### config.mk
export PLATFORM = sky130hd
export DESIGN_NAME = hue_sector_div
export DESIGN_NICKNAME = d
export VERILOG_FILES = /design/src/rtl/hue_sector_div_pkg.sv /design/src/rtl/hue_restoring_div.sv /design/src/rtl/hue_sector_div.sv
export SDC_FILE = /design/constraint.sdc
export NUM_CORES = 1
export LEC_CHECK = 0
export ABC_CLOCK_PERIOD_IN_PS = 8050
export BUFFER_PORTS_ARGS = -buffer_cell sky130_fd_sc_hd__buf_2
export CAP_MARGIN = 20
export CORE_MARGIN = 5
export CORE_UTILIZATION = 61
export CTS_BUF_LIST = sky130_fd_sc_hd__clkbuf_4 sky130_fd_sc_hd__clkbuf_8 sky130_fd_sc_hd__clkbuf_16
export DETAILED_ROUTE_END_ITERATION = 7
export PLACE_DENSITY = 0.87
export SLEW_MARGIN = 40
export SYNTH_ARGS = -nofsm -noshare
export SYNTH_HDL_FRONTEND = slang
export SYNTH_SLANG_ARGS = --single-unit
### constraint.sdc
create_clock -name clk -period 8.05 [get_ports clk]
set_clock_uncertainty 0.05 [all_clocks]
set_input_delay 0 -clock clk [delete_from_list [all_inputs] [get_ports clk]]
set_output_delay 0 -clock clk [all_outputs]
set_load 0.01 [all_outputs]
### src/rtl/hue_sector_div_pkg.sv
// hue_pkg: shared types and constants for the HSV hue engine.
// FSM states, channel indices, sector base and hue wrap helpers.
package hue_pkg;

  typedef enum logic [1:0] {
    IDLE,
    SORT,
    DIV,
    DONE
  } hue_state_e;

  localparam logic [1:0] IDX_R = 2'd0;
  localparam logic [1:0] IDX_G = 2'd1;
  localparam logic [1:0] IDX_B = 2'd2;

  localparam int HUE_FRAC_W = 8;

  // Sector start in hue units: R=0, G=2, B=4 sectors.
  function automatic int unsigned sector_base(
    input logic [1:0] idx,
    input int         frac_w
  );
    return (32'(idx) << 1) << frac_w;
  endfunction

  // One full turn (six sectors) in hue units.
  function automatic int unsigned hue_wrap(input int frac_w);
    return 32'd6 << frac_w;
  endfunction

  localparam int unsigned HUE_WRAP = 32'd6 << HUE_FRAC_W;

endpackage

### src/rtl/hue_restoring_div.sv
// hue_restoring_div: restoring divider, one quotient bit per cycle.
// start/dividend/divisor in; busy, done (final iteration), quotient out.
module hue_restoring_div #(
  parameter int DATA_W = 10,
  parameter int FRAC_W = 8
) (
  input  logic              clk,
  input  logic              rst,
  input  logic              start,
  input  logic [DATA_W:0]   dividend,
  input  logic [DATA_W-1:0] divisor,
  output logic              busy,
  output logic              done,
  output logic [FRAC_W:0]   quotient
);

  localparam int CNT_W = $clog2(FRAC_W + 1);
  localparam logic [CNT_W-1:0] LAST = CNT_W'(FRAC_W);

  logic [DATA_W:0]   rem_q, rem_d;
  logic [DATA_W-1:0] dvs_q, dvs_d;
  logic [FRAC_W-1:0] quo_q, quo_d;
  logic [CNT_W-1:0]  cnt_q, cnt_d;
  logic              busy_q, busy_d;

  logic [DATA_W:0] sub;
  logic [DATA_W:0] keep;
  logic            ge;

  // Partial remainder starts at |diff|: the quotient never exceeds
  // 2^FRAC_W, so the bits above FRAC_W are known to be zero.
  assign ge   = rem_q >= {1'b0, dvs_q};
  assign sub  = rem_q - {1'b0, dvs_q};
  assign keep = ge ? sub : rem_q;

  always_comb begin
    rem_d  = rem_q;
    dvs_d  = dvs_q;
    quo_d  = quo_q;
    cnt_d  = cnt_q;
    busy_d = busy_q;
    if (start) begin
      rem_d  = dividend;
      dvs_d  = divisor;
      quo_d  = '0;
      cnt_d  = '0;
      busy_d = 1'b1;
    end else if (busy_q) begin
      rem_d = keep << 1;
      quo_d = {quo_q[FRAC_W-2:0], ge};
      cnt_d = cnt_q + 1'b1;
      if (cnt_q == LAST) busy_d = 1'b0;
    end
  end

  always_ff @(posedge clk) begin
    if (rst) begin
      rem_q  <= '0;
      dvs_q  <= '0;
      quo_q  <= '0;
      cnt_q  <= '0;
      busy_q <= 1'b0;
    end else begin
      rem_q  <= rem_d;
      dvs_q  <= dvs_d;
      quo_q  <= quo_d;
      cnt_q  <= cnt_d;
      busy_q <= busy_d;
    end
  end

  assign busy     = busy_q;
  assign done     = busy_q && (cnt_q == LAST);
  assign quotient = {quo_q, ge};

endmodule

### src/rtl/hue_sector_div.sv
// hue_sector_div: RGB pixel -> HSV hue in 60-degree sector units.
// in_valid/in_ready pixel in; out_valid/out_ready hue, chroma, value.
module hue_sector_div
  import hue_pkg::*;
#(
  parameter int DATA_W = 10,
  parameter int FRAC_W = 8
) (
  input  logic              clk,
  input  logic              rst,
  input  logic              in_valid,
  output logic              in_ready,
  input  logic [DATA_W-1:0] red,
  input  logic [DATA_W-1:0] green,
  input  logic [DATA_W-1:0] blue,
  output logic              out_valid,
  input  logic              out_ready,
  output logic [FRAC_W+2:0] hue,
  output logic [DATA_W-1:0] chroma,
  output logic [DATA_W-1:0] value,
  output logic [1:0]        max_index,
  output logic              gray
);

  localparam int HUE_W = FRAC_W + 3;

  hue_state_e state_q, state_d;

  logic [DATA_W-1:0] red_q, red_d;
  logic [DATA_W-1:0] grn_q, grn_d;
  logic [DATA_W-1:0] blu_q, blu_d;
  logic [HUE_W-1:0]  hue_q, hue_d;
  logic [DATA_W-1:0] chr_q, chr_d;
  logic [DATA_W-1:0] val_q, val_d;
  logic [1:0]        idx_q, idx_d;
  logic              gray_q, gray_d;
  logic              neg_q, neg_d;

  logic              r_max, g_max;
  logic [DATA_W-1:0] mx_s, mn_s, chr_s;
  logic [1:0]        idx_s;
  logic [DATA_W:0]   diff_s, mag_s;

  logic              dv_start, dv_busy, dv_done;
  logic [FRAC_W:0]   dv_quo;
  logic [HUE_W-1:0]  q_ext, base, hue_asm;

  assign r_max = (red_q >= grn_q) && (red_q >= blu_q);
  assign g_max = !r_max && (grn_q >= blu_q);

  always_comb begin
    mx_s   = blu_q;
    idx_s  = IDX_B;
    diff_s = {1'b0, red_q} - {1'b0, grn_q};
    unique case (1'b1)
      r_max: begin
        mx_s   = red_q;
        idx_s  = IDX_R;
        diff_s = {1'b0, grn_q} - {1'b0, blu_q};
      end
      g_max: begin
        mx_s   = grn_q;
        idx_s  = IDX_G;
        diff_s = {1'b0, blu_q} - {1'b0, red_q};
      end
      default: ;
    endcase
    mn_s = red_q;
    if (grn_q < mn_s) mn_s = grn_q;
    if (blu_q < mn_s) mn_s = blu_q;
  end

  assign chr_s = mx_s - mn_s;
  assign mag_s = diff_s[DATA_W] ? -diff_s : diff_s;

  assign dv_start = (state_q == SORT) && (chr_s != '0);

  hue_restoring_div #(
    .DATA_W (DATA_W),
    .FRAC_W (FRAC_W)
  ) u_div (
    .clk      (clk),
    .rst      (rst),
    .start    (dv_start),
    .dividend (mag_s),
    .divisor  (chr_s),
    .busy     (dv_busy),
    .done     (dv_done),
    .quotient (dv_quo)
  );

  // Negative offset in the red sector wraps below 6 sectors;
  // q==0 there must land on 0, not on the full turn.
  always_comb begin
    q_ext = HUE_W'(dv_quo);
    base  = HUE_W'(sector_base(idx_q, FRAC_W));
    if (!neg_q) hue_asm = base + q_ext;
    else if (idx_q != IDX_R) hue_asm = base - q_ext;
    else if (dv_quo == '0) hue_asm = '0;
    else hue_asm = HUE_W'(hue_wrap(FRAC_W)) - q_ext;
  end

  assign in_ready = (state_q == IDLE) ||
                    ((state_q == DONE) && out_ready);

  always_comb begin
    state_d = state_q;
    red_d   = red_q;
    grn_d   = grn_q;
    blu_d   = blu_q;
    hue_d   = hue_q;
    chr_d   = chr_q;
    val_d   = val_q;
    idx_d   = idx_q;
    gray_d  = gray_q;
    neg_d   = neg_q;
    if (in_valid && in_ready) begin
      red_d = red;
      grn_d = green;
      blu_d = blue;
    end
    unique case (state_q)
      IDLE: if (in_valid) state_d = SORT;
      SORT: begin
        chr_d  = chr_s;
        val_d  = mx_s;
        idx_d  = idx_s;
        neg_d  = diff_s[DATA_W];
        gray_d = (chr_s == '0);
        if (chr_s == '0) begin
          hue_d   = '0;
          state_d = DONE;
        end else begin
          state_d = DIV;
        end
      end
      DIV: if (dv_done) begin
        hue_d   = hue_asm;
        state_d = DONE;
      end
      DONE: if (out_ready) state_d = in_valid ? SORT : IDLE;
      default: state_d = IDLE;
    endcase
  end

  always_ff @(posedge clk) begin
    if (rst) begin
      state_q <= IDLE;
      red_q   <= '0;
      grn_q   <= '0;
      blu_q   <= '0;
      hue_q   <= '0;
      chr_q   <= '0;
      val_q   <= '0;
      idx_q   <= '0;
      gray_q  <= 1'b0;
      neg_q   <= 1'b0;
    end else begin
      state_q <= state_d;
      red_q   <= red_d;
      grn_q   <= grn_d;
      blu_q   <= blu_d;
      hue_q   <= hue_d;
      chr_q   <= chr_d;
      val_q   <= val_d;
      idx_q   <= idx_d;
      gray_q  <= gray_d;
      neg_q   <= neg_d;
    end
  end

  assign out_valid = (state_q == DONE);
  assign hue       = hue_q;
  assign chroma    = chr_q;
  assign value     = val_q;
  assign max_index = idx_q;
  assign gray      = gray_q;

endmodule

# After elaboration in Yosys (flattened, before gate mapping)
# Index checks and enable logic that the tools add are counted.
# word_totals
regBits,101
input_bits,34
# op_classes
addsub,10
n_lt_le_gt_ge,6
n_eq_ne,8
muxes,24
reduce_logical,18
# op_table
cell,count
$mux W11,8
$pmux W11 S2,2
$sub A10 B10 Y11,3
$ge A10 B10 Y1,3
$mux W10,3
$lt A10 B10 Y1,2
$pmux W10 S2,1
$sub A10 B10 Y10,2
$add A11 B9 Y11,1
$ge A11 B10 Y1,1
$neg A11 Y11,1
$sub A10 B10 Y11 const A,1
$sub A11 B9 Y11,1
$logic_not A10 Y1,1
$reduce_bool A10 Y1,1
$logic_not A9 Y1,1
$pmux W2 S4,1
$logic_and A1 B1 Y1,6
$mux W2,3
$reduce_and A3 Y1,2
$reduce_bool A2 Y1,3
$mux W1,5
$add A4 B1 Y4 const B,1
$eq A2 B2 Y1 const B,2
9 further kinds,11

# Longest topological paths before layout
# Gate-level depths: netlist (run 1).
# logic_depth
word_depth,9
depth_mapped,31

# Hierarchy
# Synthesis (run 1) repeated with hierarchy kept, for this count alone.
# unflattened
hier_cells,990
area_unflattened_um2,7551.0
# modules_own_cells
module,instances,cells_each,area_each_um2
hue_sector_div,1,777,5660.4
hue_restoring_div,1,213,1890.6

# Worst setup path after synthesis (run 1)
# OpenSTA, ideal clock, no wires.
# synth_timing
path_type,register to register
start,reg grn_q[4]
end,reg u_div.quo_q[0]
setup_ns,0.103
t_arrival_ns,6.086
required_time_ns,7.897
slack_ns,1.810
stages_incl_launch_ff,30
n_path_buf,3
period_less_slack_ns,6.240
cell_sequence,dfxtp_1 -> inv_1 -> ha_1 -> a21o_1 -> a31o_1 -> o21bai_2 -> a21oi_2 -> clkbuf_1 -> nor2_1 -> a21oi_1 -> ha_1 -> a21o_1 -> a21o_1 -> a221oi_1 -> and4_4 -> nor2_1 -> clkbuf_1 -> o21ai_0 -> ha_1 -> nor2b_1 -> o21a_1 -> or2_2 -> xor2_1 -> nor3_1 -> o21ai_0 -> or4_1 -> and2_1 -> a21o_1 -> buf_2 -> a2111oi_2
# synth_between
elab_chain_cells,9
# synth_lines
element,line,rtl
from (decl),hue_sector_div.sv:30,"logic [DATA_W-1:0] grn_q, grn_d;"
from (signal assigned),hue_sector_div.sv:161,grn_q <= grn_d;
"parallel branches: the longest is 5 deep, another holds $lt A10 B10 Y1",n/a,
$sub A10 B10 Y10 (*),hue_sector_div.sv:73,assign chr_s = mx_s - mn_s;
$reduce_bool A10 Y1 (*),hue_sector_div.sv:76,assign dv_start = (state_q == SORT) && (chr_s != '0);
$logic_and A1 B1 Y1 (*),hue_sector_div.sv:76,
$reduce_or A2 Y1 (no source line) (*),n/a,
to (signal assigned),hue_restoring_div.sv:66,quo_q <= quo_d;
to (decl),hue_restoring_div.sv:22,"logic [FRAC_W-1:0] quo_q, quo_d;"
# Mark *: on every way between the ends.
# A chain may end at the register's enable or synchronous reset.

# Worst setup path after layout (run 1)
# layout_timing
start,reg red_q[0]
end,reg u_div.dvs_q[8]
# layout_between
elab_chain_cells,8
# layout_lines
element,line,rtl
from (decl),hue_sector_div.sv:29,"logic [DATA_W-1:0] red_q, red_d;"
from (signal assigned),hue_sector_div.sv:160,red_q <= red_d;
"parallel branches: the longest is 5 deep, another holds $lt A10 B10 Y1",n/a,
$sub A10 B10 Y10 (*),hue_sector_div.sv:73,
$reduce_bool A10 Y1,hue_sector_div.sv:76,
$logic_and A1 B1 Y1,hue_sector_div.sv:76,
to (signal assigned),hue_restoring_div.sv:65,dvs_q <= dvs_d;
to (decl),hue_restoring_div.sv:21,"logic [DATA_W-1:0] dvs_q, dvs_d;"
# Marks and branches as above.

==> results.toml, run 1 <==
[flow_run]
maxCapViolations = 0

[critical_path]
setup.worst_path.start_class = "flop"
crit_arrival_ns = 7.44
critPathMaxStageDelay_ns = 0.64
cp_num_buf_inv = 2
critPathRequiredTime_ns = 8.30
critPathMostFrequentCell = "ha_1"
endpoint_kind = "flop"
path_class = "reg2reg"
critPathSlowestCell = "or4_1"
worstPathMaxFanout = 18
cp_top_family = "compound AO/OA/AOI/OAI gates"

[yosys]
synth_top_family_by_area = "simple AND/OR/NAND/NOR gates"
yosys.area_share.simple = 0.214
synth_top_area_share = 0.260
netlist_top_cells_area = "dfxtp_1 26%, ha_1 11%, nand2_1 7.2%"
async_reset_ff_frac = 0
synth_fa_ha_area_frac = 0.122
syn-num-nets = 1102
synth_most_common_cell = "nand2_1"
synth.distinct_cells = 73
synth-edff-count = 0
syn_area_um2 = 7790
synth.avg_cell_area_um2 = 7.83
synthMuxAreaShare = 0.0810
synth_cells = 995
synth-main-ff-cell = "dfxtp_1"
yosysSeqAreaShare = 0.260
synth_common_cells = "150 x nand2_1, 101 x dfxtp_1, 83 x a21oi_1"
synth-compound-area-share = 0.209
ys_ff_latch = 101
synth_area_leader_cell = "dfxtp_1"
ys_warn_count = 0
synth_xor_area_frac = 0.0574

[place]
hpwlAfterDp_mm = 15.9
place_congestion = 0.976
numPortBuffers = 69

[status]
status = "complete, no violations"

[cts]
cts_buffer_depth = 2
cts_made_buffers = 9
clock_latency_ns = 0.36
cts_tree = "built"
clk_pin_slew_ns = 0.07
htreeDepth = 3
cts_root_buf = "clkbuf_16"
cts_setup_buffers = 0
post_cts_resized = 0
ctsHoldBuffers = 30
clock-sinks = 101

[timing]
worst_slew_pin_slew_ns = 0.806
post-route-min-period_ns = 7.20
hold_viol = 0
rsz0062_at_grt = "no"
finalSetupViolCount = 0
post-route-period-util = 0.894
relSlewSlack = 0.463
setup-tns-final_ns = 0
fmax_ghz = 0.139
drv_slew = 0

[route]
drc_errors = 0
vias = 7403
drt_iter0_drc = 676
wl_per_cell_um = 17.1
dr.pass1.iters = 5
ant_nets = 0
vias_per_cell = 5.96
drt-total-wl_mm = 21.3

[floorplan]
io_pins = 70
chipWidth_um = 123
die_h_um = 123
num_rows = 41
initial_utilization = 0.620
core_um2 = 12600
dieArea_um2 = 15100

[grt]
grt-ovfl-total = 0
antenna_found_initial = 0
grt_use_total = 0.286
grt_pass1_vias = 6831
grt_first_pass_wirelength_mm = 34.3
grt_max_degree = 83

[final_layout]
nets = 1173
diodes = 0
syn_to_final_growth_pct = 13.5
drive_above_1_share = 0.130

[min_path]
hold_path.class = "in2reg"
[area by class of cell]
class                      instances  area [µm²]
sequential                       101        2020
tap                              172         215
clock buffer                      12         260
inverter                          69         259
timing repair buffer             104         687
multi-input combinational        781        5340
clock inverter                     4        53.8
fill                             989        3730
[path summary, 6_finish.rpt]
kind | startpoint | endpoint | slack (ns) | depth (start not counted)
hold / removal | in_valid | state_q[0] | 0.08 | 4
setup reg to reg | red_q[0] | u_div.dvs_q[8] | 0.85 | 27
setup / recovery | red_q[0] | u_div.dvs_q[8] | 0.85 | 27
hold reg to reg | hue[7] | hue[7] | 0.40 | 2
[sequential cells by signal, indices dropped and copies added, names as in the netlist, 2 cells and up]
register,flops
u_div.rem_q,11
chroma,10
u_div.cnt_q,4
red_q,10
hue,11
u_div.quo_q,8
value,10
u_div.dvs_q,10
state_q,2
max_index,2
grn_q,10
blu_q,10
[layer usage]
metal | vias to the layer above | part of all wire | GRT usage
li1 | 3631 | - | -
met2 | 295 | 0.48 | 0.495
met1 | 3416 | 0.42 | 0.357
met3 | 61 | 0.060 | 0.0485
met4 | 0 | 0.034 | 0.106
met5 | - | 0 | 0
[kinds of logic (layout without fill, tap and decap cells)]
kind of cell	after synthesis	in the layout
flip-flops	101	101
buffers and inverters	113	189
AND/OR/NAND/NOR	349	349
XOR/XNOR	51	51
multiplexers	61	61
AO/OA/AOI/OAI	247	247
adder cells (fa/ha/maj)	73	73
[worst reg2reg max path, delay by kind of cell, from the launching register on]
| kind | cells | cell delay, ns |
|---|---|---|
| xor gates and xnor gates | 1 | 0.18 |
| buffers and inverters | 2 | 0.36 |
| AOI/OAI and AO/OA | 13 | 3.23 |
| DFF | 1 | 0.48 |
| adders and majority gates | 3 | 0.81 |
| and+or+nand+nor | 8 | 2.04 |
[layout by cell type (no fill, tap or decap), types with 4 or more instances in the layout]
master,instances
or2_2,5
nor2_1,75
nor2b_1,14
o41ai_1,6
dlygate4sd3_1,30
a31oi_1,9
xnor2_1,31
and3_1,4
nor4_1,4
a22o_1,7
nor3_2,10
inv_1,68
o31ai_1,7
buf_2,69
and2_1,8
nand2b_1,12
ha_1,67
nor3_1,17
o2111ai_1,4
nand3b_1,6
fa_1,5
dfxtp_1,101
a211oi_1,6
o21a_1,8
or3_1,7
mux2i_1,51
o21ai_0,51
a21oi_1,83
clkbuf_16,9
or4_1,4
xor2_1,20
o211ai_1,8
nand3_1,13
mux2_2,8
a21o_1,16
buf_4,4
nand4_1,6
nand2_1,149
[metrics by stage]
stage	utilization	hold slack, ns	std cells	instance area (µm²)	setup slack (ns)
6_report	0.703	0.0836	1243	8840	0.852
5_1_grt	0.703	0.115	1243	8840	0.435
4_1_cts	0.703	0.0704	1243	8830	0.858
3_5_place_dp	0.654	0.195	1197	8220	0.901
3_3_place_gp	0.652	0.190	1197	8200	0.947
2_1_floorplan	-	0.0860	995	7790	1.81
Power of run 1 is not shown: default switching activity piles up to over one toggle a cycle in this logic, so the estimate is an artifact.
==> run 2: changes to the inputs <==
--- a/config.mk
+++ b/config.mk
@@ -6,13 +6,14 @@
 export NUM_CORES = 1
 export LEC_CHECK = 0
 export ABC_CLOCK_PERIOD_IN_PS = 8050
-export BUFFER_PORTS_ARGS = -buffer_cell sky130_fd_sc_hd__buf_2
 export CAP_MARGIN = 20
 export CORE_MARGIN = 5
-export CORE_UTILIZATION = 61
+export CORE_UTILIZATION = 63
 export CTS_BUF_LIST = sky130_fd_sc_hd__clkbuf_4 sky130_fd_sc_hd__clkbuf_8 sky130_fd_sc_hd__clkbuf_16
 export DETAILED_ROUTE_END_ITERATION = 7
-export PLACE_DENSITY = 0.87
+export DONT_BUFFER_PORTS = 1
+export PLACE_DENSITY = 0.85
+export REMOVE_ABC_BUFFERS = 1
 export SLEW_MARGIN = 40
 export SYNTH_ARGS = -nofsm -noshare
 export SYNTH_HDL_FRONTEND = slang
==> results.toml, run 2 (same netlist as run 1, synthesis figures left out) <==
[floorplan]
dieArea_um2 = 14700
initial_utilization = 0.646
io_pins = 70
die_h_um = 121
core_um2 = 12100
chipWidth_um = 121
num_rows = 40

[critical_path]
cp_top_family = "compound AO/OA/AOI/OAI gates"
critPathRequiredTime_ns = 8.30
cp_num_buf_inv = 1
path_class = "reg2reg"
critPathMaxStageDelay_ns = 0.57
endpoint_kind = "flop"
critPathMostFrequentCell = "ha_1"
crit_arrival_ns = 7.43
critPathSlowestCell = "or4_1"
setup.worst_path.start_class = "flop"
worstPathMaxFanout = 18

[final_layout]
mostFrequentLayoutCells = "148 x nand2_1, 101 x dfxtp_1, 83 x a21oi_1"
layout_commonest_cell = "nand2_1"
final_area_um2 = 8560
syn_to_final_growth_pct = 10.0
num-fill-cells = 974
drive_above_1_share = 0.0695
nets = 1109

[grt]
antenna_found_initial = 0
grt-ovfl-total = 0
grt_pass1_vias = 6882
grt_max_degree = 82
grt_use_total = 0.290
grt_first_pass_wirelength_mm = 34.3

[route]
wl_per_cell_um = 17.4
dr.pass1.iters = 5
ant_nets = 0
vias_per_cell = 6.02
vias = 7078
drc_errors = 0
drt_iter0_drc = 614
drt-total-wl_mm = 20.5

[cts]
cts_setup_buffers = 0
htreeDepth = 3
cts_tree = "built"
clk_pin_slew_ns = 0.08
cts_buffer_depth = 2
cts_made_buffers = 9
clock-sinks = 101
cts_root_buf = "clkbuf_16"
clock_latency_ns = 0.37

[timing]
fmax_ghz = 0.139
rsz0062_at_grt = "no"
drv_slew = 0
hold_viol = 0
worst_slew_pin_slew_ns = 0.803
setup-tns-final_ns = 0
relSlewSlack = 0.451
post-route-period-util = 0.892
post-route-min-period_ns = 7.18
hold_ws_ns = 0.0113
fin_ws_ns = 0.871
finalSetupViolCount = 0

[place]
post_dp_cell_area_um2 = 7850
numPortBuffers = 0
dp_slack_ns = 0.790
place_congestion = 1.02
hpwlAfterDp_mm = 15.0

[min_path]
hold_path.class = "in2reg"

[status]
status = "complete, no violations"

[flow_run]
maxCapViolations = 0
[run 2: changes by cell type in the layout (fill, tap and decap cells not counted), sizes merged]
cell,delta
buf,-70
dlygate4sd3,+6
clkinv,+3
clkinvlp,-2
clkbuf,-1
diode,+1
[run 2: worst paths after layout]
path | from | endpoint | slack, ns | cells past startpoint
worst max-delay path | grn_q[5] | u_div.dvs_q[4] | 0.87 | 27
worst min register to register | red_q[3] | red_q[3] | 0.43 | 2
worst min-delay path | in_valid | state_q[0] | 0.01 | 4
worst max register to register | grn_q[5] | u_div.dvs_q[4] | 0.87 | 27
[run 2: worst min-delay path: stages]
cell and delay, ns:
nor2b_1 0.12, nor3_1 0.06, nand2_1 0.05, o221a_2 0.17
[run 2: area by class of cell]
class	count	area, µm²	share of cell area
Antenna cell	1	2.50	0.000292
Inverter	69	259	0.0302
Clock buffer	11	253	0.0295
Multi-Input combinational cell	781	5340	0.624
Sequential cell	101	2020	0.236
Tap cell	168	210	0.0245
Timing Repair Buffer	40	410	0.0479
Clock inverter	5	67.6	0.00789
[run 2: stage by stage]
stage | std cells | util
2_1_floorplan | 951 | -
3_3_place_gp | 1122 | 0.650
3_5_place_dp | 1122 | 0.651
4_1_cts | 1175 | 0.709
5_1_grt | 1175 | 0.710
6_report | 1176 | 0.710
[run 2: what timing repair did]
item	CTS	global route
gates resized for setup	0	0
hold buffers	37	0
hold endpoints to repair	88	0
[run 2: routing by layer]
| layer | track usage | routed length [µm] | vias up |
|---|---|---|---|
| li1 | - | - | 3506 |
| met1 | 0.374 | 8850 | 3251 |
| met2 | 0.471 | 9500 | 259 |
| met3 | 0.0531 | 1320 | 62 |
| met4 | 0.130 | 794 | 0 |
| met5 | 0 | 0 | - |
Power of run 2 is left out for the same reason.
==> run 3: changes to the inputs <==
--- a/config.mk
+++ b/config.mk
@@ -12,9 +12,8 @@
 export CTS_BUF_LIST = sky130_fd_sc_hd__clkbuf_4 sky130_fd_sc_hd__clkbuf_8 sky130_fd_sc_hd__clkbuf_16
 export DETAILED_ROUTE_END_ITERATION = 7
 export DONT_BUFFER_PORTS = 1
-export PLACE_DENSITY = 0.85
+export PLACE_DENSITY_LB_ADDON = 0.3
 export REMOVE_ABC_BUFFERS = 1
-export SLEW_MARGIN = 40
 export SYNTH_ARGS = -nofsm -noshare
 export SYNTH_HDL_FRONTEND = slang
 export SYNTH_SLANG_ARGS = --single-unit
==> results.toml, run 3 (same netlist as run 1, synthesis figures left out) <==
[grt]
grt_max_degree = 82
antenna_found_initial = 0
grt_use_total = 0.291
grt-ovfl-total = 0
grt_first_pass_wirelength_mm = 34.3
grt_pass1_vias = 6827

[route]
vias_per_cell = 5.94
dr.pass1.iters = 6
wl_per_cell_um = 17.5
drt-total-wl_mm = 20.8
vias = 7060
drt_iter0_drc = 570
ant_nets = 0
drc_errors = 0

[place]
dpl.cell_count = 1127
hpwlAfterDp_mm = 15.4
place_congestion = 0.988
numPortBuffers = 0

[critical_path]
startpoint = "grn_q[5]"
endpoint_kind = "flop"
critPathRequiredTime_ns = 8.26
worstPathMaxFanout = 18
setup.worst_path.start_class = "flop"
r2r-start = "grn_q[5]"
path_class = "reg2reg"
crit_arrival_ns = 7.49

[final_layout]
instances_no_fill = 1189
layout_commonest_cell = "nand2_1"
syn_to_final_growth_pct = 11.7
num-fill-cells = 943
drive_above_1_share = 0.0695
nets = 1123
diodes = 0
mostFrequentLayoutCells = "150 x nand2_1, 101 x dfxtp_1, 83 x a21oi_1"

[cts]
clock-sinks = 101
clk_pin_slew_ns = 0.07
cts_made_buffers = 9
cts_root_buf = "clkbuf_16"
post_cts_resized = 0
cts_tree = "built"
clock_latency_ns = 0.36
htreeDepth = 3
cts_buffer_depth = 2

[timing]
hold_viol = 0
fmax_ghz = 0.137
relSlewSlack = 0.302
post-route-min-period_ns = 7.28
setup-tns-final_ns = 0
worst_slew_pin_slew_ns = 1.04
rsz0062_at_grt = "no"
post-route-period-util = 0.905
drv_slew = 0
finalSetupViolCount = 0
hold_ws_ns = 0.0291

[floorplan]
io_pins = 70
num_rows = 40
core_um2 = 12100
initial_utilization = 0.646
dieArea_um2 = 14700
die_h_um = 121
chipWidth_um = 121

[min_path]
hold_path.class = "in2reg"
worst_hold_startpoint = "in_valid"

[status]
status = "complete, no violations"

[flow_run]
maxCapViolations = 0
## run 3: cell types whose count changed in the layout (fill, tap and decap cells not counted), moves of 2 or more
cell	previous run	this run
clkinv_4	3	0
dlygate4sd3_1	36	44
buf_4	3	8
nand2_1	148	150
nand2_2	2	0
## run 3: final timing paths
kind / end / slack, ns / cells past startpoint
hold reg to reg: u_div.dvs_q[0] / 0.43 / 1
hold / removal: red_q[9] / 0.03 / 3
setup / recovery: u_div.quo_q[0] / 0.77 / 26
setup reg to reg: u_div.quo_q[0] / 0.77 / 26
## run 3: per-stage QoR
step | util | instance area, µm² | setup slack (ns)
2_1_floorplan | - | 7600 | 1.70
3_3_place_gp | 0.653 | 7870 | 0.980
3_5_place_dp | 0.653 | 7870 | 0.853
4_1_cts | 0.719 | 8670 | 0.828
5_1_grt | 0.721 | 8700 | 0.105
6_report | 0.721 | 8700 | 0.767
## run 3: repair_timing
item | 4_1_cts | 5_1_grt
endpoints found under the hold margin | 88 | 0
buffers inserted | 0 | 0
hold buffers | 45 | 0
## run 3: area by class of cell
class / count / area (µm²) / share of cell area
flip-flops and latches: 101 / 2020 / 0.232
clock inverters: 6 / 92.6 / 0.0106
inverters: 69 / 259 / 0.0298
multi-input cells: 781 / 5320 / 0.612
clock buffers: 10 / 239 / 0.0275
well taps: 168 / 210 / 0.0242
repair buffers: 54 / 556 / 0.0639
## run 3: critical path, stage by stage, from the launching register on
cell and delay, ns:
dfxtp_1 0.39, inv_1 0.07, ha_1 0.41, nand4_2 0.17
a21oi_2 0.19, o21bai_2 0.10, a21oi_2 0.59, a21oi_1 0.24
ha_1 0.35, and4_1 0.22, a221oi_1 0.11, and4_4 0.17
nor2_1 0.73, nor2_1 0.07, a31o_2 0.25, ha_1 0.22
fa_1 0.41, nor2b_1 0.13, o21a_1 0.13, o21ai_0 0.10
a21oi_1 0.21, o21a_1 0.15, o21ai_0 0.10, or4_1 0.58
and2_1 0.23, a21o_1 0.43, a2111oi_2 0.36
## run 3: per-layer routing
layer,part of all wire,up-vias,global-route usage
met5,0,-,0
met4,0.038,0,0.138
met3,0.052,61,0.0401
met2,0.47,224,0.480
met1,0.44,3240,0.375
li1,-,3535,-
Power of run 3 is left out for the same reason.
